### src/rtl/control_puerta.sv
// control_puerta: door-sequencing controller.
// Conditions the raw board inputs (2-FF synchronizers, per-button debounce,
// shared request edge) and runs a single Moore state machine that drives the
// door motor.
// Ports:
//   clk            system clock, rising edge
//   rst_n          asynchronous active-low reset
//   btn_in/btn_out raw inside/outside buttons (active-high)
//   fc_abierta     fully-open limit switch
//   fc_cerrada     fully-closed limit switch
//   obstaculo      obstacle sensor
//   motor_abrir    drive motor in the open direction
//   motor_cerrar   drive motor in the close direction
//   puerta_abierta high while the door is held open
//   falla          high while faulted
//   estado         state code (CERRADA=0 .. FALLA=4)
module control_puerta #(
  parameter int unsigned DEB_CYC = 4,
  parameter int unsigned T_OPEN  = 20,
  parameter int unsigned T_MOVE  = 50,
  parameter int unsigned CW      = 16
) (
  input  logic       clk,
  input  logic       rst_n,
  input  logic       btn_in,
  input  logic       btn_out,
  input  logic       fc_abierta,
  input  logic       fc_cerrada,
  input  logic       obstaculo,
  output logic       motor_abrir,
  output logic       motor_cerrar,
  output logic       puerta_abierta,
  output logic       falla,
  output logic [2:0] estado
);

  typedef enum logic [2:0] {
    CERRADA  = 3'd0,
    ABRIENDO = 3'd1,
    ABIERTA  = 3'd2,
    CERRANDO = 3'd3,
    FALLA    = 3'd4
  } state_t;

  localparam logic [CW-1:0] DEB_LAST  = CW'(DEB_CYC - 1);
  localparam logic [CW-1:0] OPEN_LOAD = CW'(T_OPEN);
  localparam logic [CW-1:0] MOVE_LOAD = CW'(T_MOVE);
  localparam logic [CW-1:0] ONE       = CW'(1);

  // Input synchronizers: {btn_in, btn_out, fc_abierta, fc_cerrada, obstaculo}
  logic [4:0] sync1, sync2;
  logic [1:0] s_btn;
  logic       s_fca, s_fcc, s_obs;
  logic [1:0] rise;
  logic       req;

  always_ff @(posedge clk or negedge rst_n) begin
    if (!rst_n) begin
      sync1 <= '0;
      sync2 <= '0;
    end else begin
      sync1 <= {btn_in, btn_out, fc_abierta, fc_cerrada, obstaculo};
      sync2 <= sync1;
    end
  end

  assign s_btn = sync2[4:3];
  assign s_fca = sync2[2];
  assign s_fcc = sync2[1];
  assign s_obs = sync2[0];

  // One debouncer per button. The counter tracks consecutive cycles in which
  // the synchronized level disagrees with the debounced one.
  for (genvar g = 0; g < 2; g++) begin : g_deb
    logic          deb, deb_q;
    logic [CW-1:0] cnt;

    always_ff @(posedge clk or negedge rst_n) begin
      if (!rst_n) begin
        deb   <= 1'b0;
        deb_q <= 1'b0;
        cnt   <= '0;
      end else begin
        deb_q <= deb;
        if (s_btn[g] != deb) begin
          if (cnt == DEB_LAST) begin
            deb <= s_btn[g];
            cnt <= '0;
          end else begin
            cnt <= cnt + ONE;
          end
        end else begin
          cnt <= '0;
        end
      end
    end

    assign rise[g] = deb & ~deb_q;
  end

  // Simultaneous edges on both buttons collapse into one request.
  assign req = |rise;

  // Single timer shared by the move and hold phases (never active together).
  state_t        state, state_nx;
  logic [CW-1:0] tmr, tmr_nx;

  always_ff @(posedge clk or negedge rst_n) begin
    if (!rst_n) begin
      state <= CERRADA;
      tmr   <= '0;
    end else begin
      state <= state_nx;
      tmr   <= tmr_nx;
    end
  end

  // The move timer holds the motor cycles still allowed including the current
  // one, so a value of 1 without a limit switch means this is the last cycle:
  // the motor is high for exactly T_MOVE cycles.
  always_comb begin
    state_nx = state;
    tmr_nx   = tmr;
    if (s_fca && s_fcc) begin
      state_nx = FALLA;
    end else begin
      case (state)
        CERRADA: begin
          if (req) begin
            state_nx = ABRIENDO;
            tmr_nx   = MOVE_LOAD;
          end
        end
        ABRIENDO: begin
          if (s_fca) begin
            state_nx = ABIERTA;
            tmr_nx   = OPEN_LOAD;
          end else if (tmr <= ONE) begin
            state_nx = FALLA;
          end else begin
            tmr_nx = tmr - ONE;
          end
        end
        ABIERTA: begin
          if (req || s_obs) begin
            tmr_nx = OPEN_LOAD;
          end else if (tmr == '0) begin
            state_nx = CERRANDO;
            tmr_nx   = MOVE_LOAD;
          end else begin
            tmr_nx = tmr - ONE;
          end
        end
        CERRANDO: begin
          if (s_obs || req) begin
            state_nx = ABRIENDO;
            tmr_nx   = MOVE_LOAD;
          end else if (s_fcc) begin
            state_nx = CERRADA;
          end else if (tmr <= ONE) begin
            state_nx = FALLA;
          end else begin
            tmr_nx = tmr - ONE;
          end
        end
        FALLA:   state_nx = FALLA;
        default: state_nx = FALLA;
      endcase
    end
  end

  always_comb begin
    motor_abrir    = 1'b0;
    motor_cerrar   = 1'b0;
    puerta_abierta = 1'b0;
    falla          = 1'b0;
    case (state)
      ABRIENDO: motor_abrir    = 1'b1;
      ABIERTA:  puerta_abierta = 1'b1;
      CERRANDO: motor_cerrar   = 1'b1;
      FALLA:    falla          = 1'b1;
      default:  ;
    endcase
  end

  assign estado = state;

endmodule

### config.mk
export PLATFORM = sky130hd
export DESIGN_NAME = control_puerta
export DESIGN_NICKNAME = d
export VERILOG_FILES = /design/src/rtl/control_puerta.sv
export SDC_FILE = /design/constraint.sdc
export NUM_CORES = 1
export LEC_CHECK = 0
export BUFFER_PORTS_ARGS = -buffer_cell sky130_fd_sc_hd__buf_2
export CAP_MARGIN = 25
export CORE_MARGIN = 2
export CORE_UTILIZATION = 50
export CTS_BUF_LIST = sky130_fd_sc_hd__clkbuf_8
export DETAILED_ROUTE_END_ITERATION = 8
export PLACE_DENSITY = 0.74
export SYNTH_ARGS = -nofsm -noshare
export SYNTH_HDL_FRONTEND = slang
export SYNTH_SLANG_ARGS = --single-unit
export TNS_END_PERCENT = 100
### constraint.sdc
create_clock -name clk -period 5.9 [get_ports clk]
set_input_delay 1.18 -clock clk [delete_from_list [all_inputs] [get_ports clk]]
set_output_delay 1.18 -clock clk [all_outputs]
set_load 0.05 [all_outputs]
==> flow_summary.rst <==
.. list-table::
   :header-rows: 1

   * - Metric
     - Value
   * - Outcome
     - finished, final reports clean
   * - Nature of the critical path startpoint
     - flop
   * - Half-perimeter wire length after detailed placement
     - 4640 um
   * - Largest vdd supply drop
     - 0.255 mV
   * - Count of buffering cells on the critical path with inverters included
     - 1
   * - Count of antenna-violating nets left after detailed routing
     - 0
   * - Vias
     - 2,657
   * - Setup repair after global routing missed its margin
     - false
   * - Critical-path maximum fanout
     - 13
   * - Number of levels in the clock H-tree
     - 3
   * - Required time worst endpoint
     - 4720 ps
   * - Type of the worst setup path
     - flop to primary output
   * - Worst Hold Margin
     - 351 ps
   * - TritonCTS buffer count
     - 9
   * - Die Footprint
     - 0.00728 mm2
   * - Reg-to-Reg End
     - tmr[7]
   * - Dominant register cell in the synthesized netlist
     - dfrtp_1
   * - Tot GR Track Use
     - 20.5%
   * - PwrDens
     - 317 mW/mm2
   * - DRC errors left
     - 0
   * - Cell at the slowest stage of the critical path
     - dfrtp_1
   * - Sort of element at the end of the critical path
     - primary output
   * - Ports placed on the boundary
     - 14
   * - Register-to-register setup slack
     - 3080 ps
   * - Final cycle utilization of the critical path
     - 49.4%
   * - Number of pins exceeding their max-slew limit in the final report
     - 0
   * - Maximum operating frequency
     - 0.343 GHz
   * - Hold Violations, Final
     - 0
   * - Synth area leader
     - dfrtp_1
   * - Worst-case reg-to-reg path depth
     - 6
   * - Worst skew pair latency
     - 340 ps
   * - Max Cap Violations
     - 0
   * - Initial antenna violation count
     - 0
   * - First-iteration detailed-routing DRC count
     - 129
   * - Count of clock tree sinks
     - 65
   * - CTS root buf
     - clkbuf_8
   * - Mean cell area of the mapped netlist
     - 9.48 um2
   * - Number of inserted diodes
     - 0
   * - Post-synthesis to final-layout area growth
     - 9.84%
   * - Count of input and output buffers
     - 13
   * - Number of enable-type register cells in the synthesized netlist
     - 0
   * - CTS tree
     - done
   * - Library cell with the highest instance count after synthesis
     - dfrtp_1
   * - Sequential area share after synthesis
     - 49.2%
   * - Vias in the first global route
     - 2,599
   * - Resized cells post-CTS
     - 0
   * - Largest net degree at the start of global routing
     - 66
   * - FF-to-FF Start
     - estado[1]
   * - Time the worst path needs with I/O delays and setup
     - 2910 ps
   * - Dominant delay contributor by cell family on the critical path
     - flip-flops
   * - Synthesized area
     - 0.00331 mm2
   * - Number of nets in the layout
     - 377
   * - # rows
     - 29
   * - Critical Path Max Stage Delay
     - 550 ps
   * - Most frequent cells after synthesis
     - dfrtp_1 (65), nor2_1 (50), nand2_1 (27)
   * - Ratio of cells with drive above 1 in the final layout
     - 9.97%
   * - First-pass GRT wire length
     - 11,900 um
   * - Total negative slack
     - 0 ps
   * - Path category of the worst min-delay check
     - flop to flop
   * - Beginning of the worst hold path
     - sync1[1]
   * - CTS hold repair buffers
     - 0
   * - Effective utilization at floorplan
     - 51.8%
   * - Synthesized Nets
     - 360
   * - Routability-driven placement congestion ratio
     - 0.879
   * - Setup violations, final
     - 0
   * - Hold Path Cell Cnt
     - 0
   * - Total Power
     - 0.00115 W
   * - Number of distinct library cell variants in the gate-level netlist after synthesis
     - 49
   * - First-pass DRT Iterations
     - 4
   * - Detail-routed via count per cell
     - 5.93
   * - Proportion of netlist area held by the largest area contributor
     - 49.2%
   * - Worst max-slew margin expressed relative to the limit
     - 40.7%
   * - Worst setup startpoint
     - estado[0]
   * - Number of logic stages on the critical path including buffering
     - 2
   * - Pin slew with the least headroom to its limit
     - 890 ps
   * - Ys Warns
     - 0
   * - Worst-case clock skew
     - 9.82 ps
   * - Post-Route WL
     - 6830 um
   * - Clock-pin slew on the worst setup and hold paths
     - 80 ps
   * - Data arrival at the endpoint of the critical path
     - 1730 ps
   * - Core region area
     - 0.00639 mm2
   * - Post-layout utilization of the core
     - 56.9%
   * - Clock Path Buffers
     - 2
   * - Async set-or-reset flop fraction in the synthesized netlist
     - 100%
   * - Final global-route overflow total
     - 0
   * - Worst setup path end
     - motor_abrir
   * - Synth Instances
     - 349
   * - Cells along the critical path
     - nor3b_1 -> buf_2
   * - Die width
     - 85.3 um
   * - Floorplan die height
     - 85.3 um
   * - Static power due to leakage
     - 1.60 nW
   * - Post-CTS setup buffer count
     - 0
   * - Routed len/inst
     - 15.2 um
   * - Largest cells by area after synthesis
     - dfrtp_1 (49%), xor2_1 (5.8%), nor2_1 (5.7%)
   * - Count of state elements after synthesis
     - 65
   * - Fillers
     - 571
metrics by stage:
stage / instances / area, um2 / setup WS, ps
2_1_floorplan: 349 / 3310 / 2530
3_3_place_gp: 432 / 3440 / 3270
3_5_place_dp: 432 / 3440 / 3200
4_1_cts: 448 / 3630 / 2970
5_1_grt: 448 / 3630 / 2870
6_report: 448 / 3630 / 2990
worst min path at each step:
| stage | endpoint | slack, ps |
|---|---|---|
| after floorplan | sync2[0] | 330 |
| after global placement | sync2[2] | 330 |
| after detailed placement | sync2[3] | 340 |
| after CTS | sync2[3] | 350 |
| after global routing | sync2[0] | 360 |
| final | sync2[1] | 350 |
cell type report:
type / count / area [um2] / area share (%)
clock buffers: 11 / 151 / 4.17
clock inverters: 5 / 38.8 / 1.07
inverters: 7 / 26.3 / 0.723
multi-input cells: 269 / 1620 / 44.6
flip-flops and latches: 65 / 1630 / 44.8
well taps: 77 / 96.3 / 2.65
repair buffers: 14 / 72.6 / 2.00
layer usage:
layer	up-vias	track usage [%]	share of wire (%)
met5	-	0	0
li1	1303	-	-
met2	64	30.9	46
met1	1280	28.0	48
met4	0	10.1	1.5
met3	10	4.38	4.4
power breakdown:
group / leakage, nW / switching [W] / internal (W)
sequential: 0.865 / 0.0000403 / 0.000484
clock: 0.0959 / 0.000187 / 0.000178
combinational: 0.644 / 0.000176 / 0.0000881
kinds of logic after synthesis:
kind of cell / Yosys count / share of synthesized area, %
muxes: 2 / 0.681
DFF: 65 / 49.2
and+or+nand+nor: 160 / 24.7
xor gates and xnor gates: 30 / 7.95
adders and majority gates: 4 / 1.51
AOI/OAI and AO/OA: 73 / 14.2
buffers and inverters: 15 / 1.82
flip-flops by register name, summed over array words and instances (netlist names):
signal / flops
g_deb.cnt: 32
g_deb.deb_q: 2
tmr: 16
sync2: 5
estado: 3
sync1: 5
g_deb.deb: 2
cell usage in the layout, fill, tap and decap left out, types with 11 or more instances in the layout:
cell type | Yosys | routed
dfrtp_1 | 65 | 65
nor2_1 | 50 | 50
nand2_1 | 27 | 27
xor2_1 | 22 | 22
a21oi_1 | 19 | 19
o21ai_0 | 16 | 16
nor4_1 | 13 | 13
buf_2 | 3 | 13
nand3_1 | 11 | 11
clkbuf_8 | 0 | 11
Note: power is estimated with default switching activity, not from simulation.
